## config.mk

```make
export PLATFORM = sky130hd
export DESIGN_NAME = fifo_tx_drain_ctrl
export DESIGN_NICKNAME = d
export VERILOG_FILES = /design/src/rtl/fifo_tx_drain_ctrl.sv
export SDC_FILE = /design/constraint.sdc
export NUM_CORES = 1
export LEC_CHECK = 0
export BUFFER_PORTS_ARGS = -buffer_cell sky130_fd_sc_hd__buf_4
export CAP_MARGIN = 20
export CELL_PAD_IN_SITES_DETAIL_PLACEMENT = 1
export CELL_PAD_IN_SITES_GLOBAL_PLACEMENT = 2
export CORE_UTILIZATION = 34
export CTS_BUF_LIST = sky130_fd_sc_hd__clkbuf_4
export CTS_CLUSTER_DIAMETER = 120
export CTS_CLUSTER_SIZE = 28
export DETAILED_ROUTE_END_ITERATION = 7
export PLACE_DENSITY = 0.95
export SYNTH_ARGS = -nofsm -noshare
export SYNTH_HDL_FRONTEND = slang
export SYNTH_SLANG_ARGS = --single-unit
```

## constraint.sdc

```tcl
create_clock -name clk -period 4.66 [get_ports clk]
set_input_delay 0.233 -clock clk [delete_from_list [all_inputs] [get_ports clk]]
set_output_delay 0.233 -clock clk [all_outputs]
set_load 0.02 [all_outputs]
```

## src/rtl/fifo_tx_drain_ctrl.sv

```systemverilog
`default_nettype none
// ============================================================================
// fifo_tx_drain_ctrl : drains a show-ahead TX FIFO into the UART transmitter,
// with flush, sent-byte counter and busy-handshake timeout. Macro: TX_GAP_EN.
// Revision: 1.0
// ============================================================================
module fifo_tx_drain_ctrl #(
   parameter int CNT_W        = 8,
   parameter int TO_W         = 4,
   parameter int BUSY_TIMEOUT = 8,
   parameter int GAP_CYCLES   = 2
) (
   input  logic             clk,
   input  logic             n_rst,
   input  logic             enable,
   input  logic             flush,
   input  logic             fifo_empty,
   input  logic [7:0]       fifo_rdata,
   output logic             fifo_renable,
   input  logic             tx_busy,
   output logic             tx_start,
   output logic [7:0]       tx_data,
   output logic             active,
   output logic [CNT_W-1:0] sent_count,
   output logic             err_timeout,
   input  logic             err_clear
);

   localparam logic [2:0] S_IDLE      = 3'd0;
   localparam logic [2:0] S_FLUSH     = 3'd1;
   localparam logic [2:0] S_LOAD      = 3'd2;
   localparam logic [2:0] S_START     = 3'd3;
   localparam logic [2:0] S_WAIT_BUSY = 3'd4;
   localparam logic [2:0] S_WAIT_DONE = 3'd5;
`ifdef TX_GAP_EN
   localparam logic [2:0] S_GAP       = 3'd6;
   localparam int         GAP_W       = (GAP_CYCLES > 1) ? $clog2(GAP_CYCLES) : 1;
   localparam logic [GAP_W-1:0] GAP_LAST = GAP_W'(GAP_CYCLES - 1);
`endif

   // Timeout fires on the last permitted WAIT_BUSY cycle without an acknowledge.
   localparam logic [TO_W-1:0] TO_LAST = TO_W'(BUSY_TIMEOUT - 1);

   logic [2:0]      state;
   logic [2:0]      state_nxt;
   logic [TO_W-1:0] to_cnt;
   logic            load_byte;
   logic            clr_to;
   logic            inc_to;
   logic            timeout_hit;
   logic            byte_done;
`ifdef TX_GAP_EN
   logic [GAP_W-1:0] gap_cnt;
`endif

   always_ff @(posedge clk or negedge n_rst) begin
      if (!n_rst) state <= S_IDLE;
      else        state <= state_nxt;
   end

   always_comb begin
      state_nxt = state;
      case (state)
         S_IDLE: begin
            if (flush && !fifo_empty)                      state_nxt = S_FLUSH;
            else if (enable && !fifo_empty && !tx_busy)    state_nxt = S_LOAD;
         end
         S_FLUSH: begin
            if (fifo_empty || !flush) state_nxt = S_IDLE;
         end
         S_LOAD:  state_nxt = S_START;
         S_START: state_nxt = S_WAIT_BUSY;
         S_WAIT_BUSY: begin
            if (tx_busy)                  state_nxt = S_WAIT_DONE;
            else if (to_cnt == TO_LAST)   state_nxt = S_IDLE;
         end
         S_WAIT_DONE: begin
`ifdef TX_GAP_EN
            if (!tx_busy) state_nxt = S_GAP;
`else
            if (!tx_busy) state_nxt = S_IDLE;
`endif
         end
`ifdef TX_GAP_EN
         S_GAP: begin
            if (gap_cnt == GAP_LAST) state_nxt = S_IDLE;
         end
`endif
         default: state_nxt = S_IDLE;
      endcase
   end

   always_comb begin
      fifo_renable = 1'b0;
      tx_start     = 1'b0;
      active       = (state != S_IDLE);
      load_byte    = 1'b0;
      clr_to       = 1'b0;
      inc_to       = 1'b0;
      timeout_hit  = 1'b0;
      byte_done    = 1'b0;
      case (state)
         S_FLUSH: fifo_renable = flush && !fifo_empty;
         S_LOAD: begin
            fifo_renable = 1'b1;
            load_byte    = 1'b1;
         end
         S_START: begin
            tx_start = 1'b1;
            clr_to   = 1'b1;
         end
         S_WAIT_BUSY: begin
            inc_to      = !tx_busy;
            timeout_hit = !tx_busy && (to_cnt == TO_LAST);
         end
         S_WAIT_DONE: byte_done = !tx_busy;
         default: ;
      endcase
   end

   always_ff @(posedge clk or negedge n_rst) begin
      if (!n_rst) begin
         to_cnt      <= '0;
         tx_data     <= 8'h00;
         sent_count  <= '0;
         err_timeout <= 1'b0;
      end else begin
         if (clr_to)      to_cnt <= '0;
         else if (inc_to) to_cnt <= to_cnt + 1'b1;
         if (load_byte)   tx_data <= fifo_rdata;
         if (byte_done)   sent_count <= sent_count + 1'b1;
         // A fresh timeout outranks a simultaneous clear request.
         if (timeout_hit)    err_timeout <= 1'b1;
         else if (err_clear) err_timeout <= 1'b0;
      end
   end

`ifdef TX_GAP_EN
   always_ff @(posedge clk or negedge n_rst) begin
      if (!n_rst)                  gap_cnt <= '0;
      else if (state != S_GAP)     gap_cnt <= '0;
      else                         gap_cnt <= gap_cnt + 1'b1;
   end
`endif

endmodule
`default_nettype wire

```

==> metrics list <==
- The run finished with clean final reports.
* Number of CTS-inserted buffers: 3
- Endpoint required time on the critical path: 4.91 ns
* Tmin final: roughly 1.8 ns
- The critical path is of the reg2reg type.
- For this run, the leading register cell type out of synthesis is sky130_fd_sc_hd__dfrtp_1.
* Final routed DRC violation total: 0
- For the worst setup path, the data arrival time is 2.05 ns.
- Transition time at the pin with the least slew margin: 0.664 ns
* TritonCTS clock tree: yes
- Count of flip-flops with a built-in enable after synthesis: 0
- The count of buffers added on input and output ports is 34.
- Post-detailed-routing wire length: 2380 um
* Critical path capture point type: flop
- The clock net in this run drives a total of 24 sinks.
- Across the routed clock network, the largest skew measured is around 0.009 ns.
- Pin count of the biggest net entering global routing: 25
- Cells with a size suffix above 1 make up 36.4% of the layout.
- The number of failing hold endpoints at the final stage was 0.
- Crit share post-route: 38.8%
- The via count of the first global-routing pass was about 870.
* Count of endpoints failing setup in the final report: 0
- Placeable core region: 0.00303 mm2
- Total power divided by cell area: 561 mW/mm2
- Max rail drop VDD: 0.276 mV
- For this run, the number of Yosys warnings is 0.
- Worst min-delay path category: in2reg
* Most instantiated library cell after synthesis: sky130_fd_sc_hd__dfrtp_1
* Largest cells by area after synthesis: sky130_fd_sc_hd__dfrtp_1 55%, sky130_fd_sc_hd__mux2_2 8.3%, sky130_fd_sc_hd__xnor2_1 3.2%, sky130_fd_sc_hd__xor2_1 3.2%, sky130_fd_sc_hd__nand2_1 2.8%
- Wire length of the first global-routing pass: 3930 um
- Number of violations reported at the end of detailed-routing iteration 0: 5
- Antenna-violating nets left: 0
- Placer's final routability congestion estimate: 0.700
- Summing all placed instances gives a cell area of 0.00137 mm2.
- Power comes to 0.000803 W.
- The analysis attributes to cell leakage a power of 0.685 nW.
- Combined area of all synthesized cells: 0.00108 mm2
- # Post-CTS Setup Buffers: 0
- Crit-path slowest cell: sky130_fd_sc_hd__or4b_1
- The number of gates resized after CTS was 0.
* Overflow left after global routing: 0
- Antenna violations before repair: 0
- Die Span X: between 50 and 60 um
- When the netlist entered floorplanning its net count stood at 111.
- Final routed wire length divided by cell count: 13.8 um
- Max-slew violation total from the final report: 0
- After floorplanning, the core was divided into 20 placement rows.
* Number of storage elements in the synthesis netlist: 24
- The largest single stage delay on the critical path is 0.69 ns.
- Final nets: 147
- Total negative slack: 0 ns
- Mean instance size in the synthesized netlist: 11.5 um2
* Unrepaired setup endpoints after global routing: no
- Buffer levels on the longest clock path: 2
* Fraction of post-synthesis cell area in the top cell type by area: 55.4%
* Number of top-level pins: 35
* Synth Instances: 94
* Cells along the critical path: or4b_1 > or3_1 > a21oi_1
* Max-Slew Margin vs Limit: 55.5%
* Reg2reg path depth: 3
- Insertion delay of the later-clocked pin in the worst-skew pair: between 0.3 and 0.4 ns
* Via count normalized by instance count: 4.76
- Die area: 0.00342 mm2
* Maxcap violations: 0
- Global routing used 15.2% of the available tracks.
- Area of all placed cells without fillers: 0.00143 mm2
* Maximum fanout encountered on the critical timing path: 12
* Vertical die dimension: slightly below 60 um
* # diodes: 0
- STA classifies the critical path startpoint as a flop.
- The share of the Yosys chip area taken by registers is 55.4%.
* H-tree level count: 1
- Library cell used as clock root buffer: sky130_fd_sc_hd__clkbuf_4
* Share of async-settable or async-resettable flops after synthesis: 100%
- Cell taking the most area after synthesis: sky130_fd_sc_hd__dfrtp_1
- The commonest cells after synthesis are 24 x sky130_fd_sc_hd__dfrtp_1, 8 x sky130_fd_sc_hd__mux2_2, 8 x sky130_fd_sc_hd__nand2_1.
- Clock-pin slew was measured on the worst setup and hold paths at about 0.13 ns.
* Min-Delay Path Depth: 2
- Starting density of the core: 35.8%
* HPWL after DPL: about 1800 um
- Number of distinct standard cells referenced by the synthesized netlist: 27
- Based on the critical path, the design can be clocked at up to 553 MHz.
* Synth-to-Final Area Change: 32.0%
- Drt first pass iters: 2
- Via total after detailed routing: 823
==> registers in the layout (all words and copies together), names as in the netlist <==
name / cells
err_timeout: 1
to_cnt: 4
state: 3
tx_data: 8
sent_count: 8
==> cell type report <==
| type | instances | area, um2 |
|---|---|---|
| clock buffers | 3 | 22.5 |
| clock inverters | 1 | 30.0 |
| fillers | 339 | 1600 |
| inverters | 4 | 15.0 |
| multi-input cells | 62 | 442 |
| flip-flops and latches | 24 | 601 |
| well taps | 44 | 55.1 |
| repair buffers | 35 | 265 |
==> report_power, final <==
| part | internal [W] | switching (W) | total, W | leakage, nW |
|---|---|---|---|---|
| logic | 0.000154 | 0.000158 | 0.000312 | 0.347 |
| clock network | 0.0000870 | 0.0000623 | 0.000149 | 0.0279 |
| registers | 0.000274 | 0.0000672 | 0.000341 | 0.311 |
| total | 0.000515 | 0.000288 | 0.000803 | 0.685 |
==> worst max-delay path: cells and delay by family, from the launching register on <==
family          cells  cell delay [ns]
simple gates        2             1.08
flops               1             0.51
compound gates      1             0.15
==> path summary, 6_finish.rpt <==
kind,from,end,slack (ns)
max reg2reg,state[1],to_cnt[3],2.85
max,state[1],to_cnt[3],2.85
min,err_clear,err_timeout,0.1
min in group asynchronous,n_rst,sent_count[3],0.33
min reg2reg,sent_count[7],sent_count[7],0.48
max in group asynchronous,n_rst,sent_count[5],4.09
==> stage by stage <==
step	util, %	std cells	setup slack (ns)	hold WS, ns
2_1_floorplan	-	94	3.04	-0.0626
3_5_place_dp	45.2	168	2.89	0.155
6_report	47.2	173	2.85	0.0983
5_1_grt	47.2	173	2.76	0.0856
4_1_cts	47.2	173	2.85	0.0811
3_3_place_gp	45.2	168	2.95	0.145
==> placed cells by master, fill, tap and decap left out, drive strengths merged <==
cell type,instances
xnor2,4
o22ai,3
or4b,1
mux2i,1
clkbuf,3
nand2b,1
nand3,2
mux2,8
inv,4
nand3b,1
dlygate4sd3,1
nand4,2
nand4bb,1
nor4,1
a31oi,1
nor3b,2
nor4bb,2
dfrtp,24
nor2,5
nand2,8
a21oi,5
bufinv,1
buf,34
nor3,3
o21ai,2
or3,3
ha,2
xor2,4
==> what timing repair did <==
| item | in CTS | in global routing |
|---|---|---|
| endpoints found under the hold margin | 24 | 0 |
| setup endpoints to repair | 0 | 0 |
| hold buffers | 1 | 0 |
==> per-layer routing <==
metal | vias up | GRT usage (%) | part of all wire, %
li1 | 395 | - | -
met1 | 399 | 17.5 | 41
met2 | 27 | 26.4 | 51
met3 | 2 | 6.37 | 7.4
met4 | 0 | 3.06 | 0.55
met5 | - | 0 | 0
==> cell families (layout without fill, tap and decap cells) <==
family | count (synthesis) | in the layout | share of synthesized area (%)
buf+inv | 8 | 43 | 3.81
flops | 24 | 24 | 55.4
mux | 9 | 9 | 9.24
compound gates | 11 | 11 | 5.54
simple gates | 32 | 32 | 17.2
fa+ha+maj | 2 | 2 | 2.31
xor+xnor | 8 | 8 | 6.47
No activity file was read; power rests on OpenSTA's default activity.
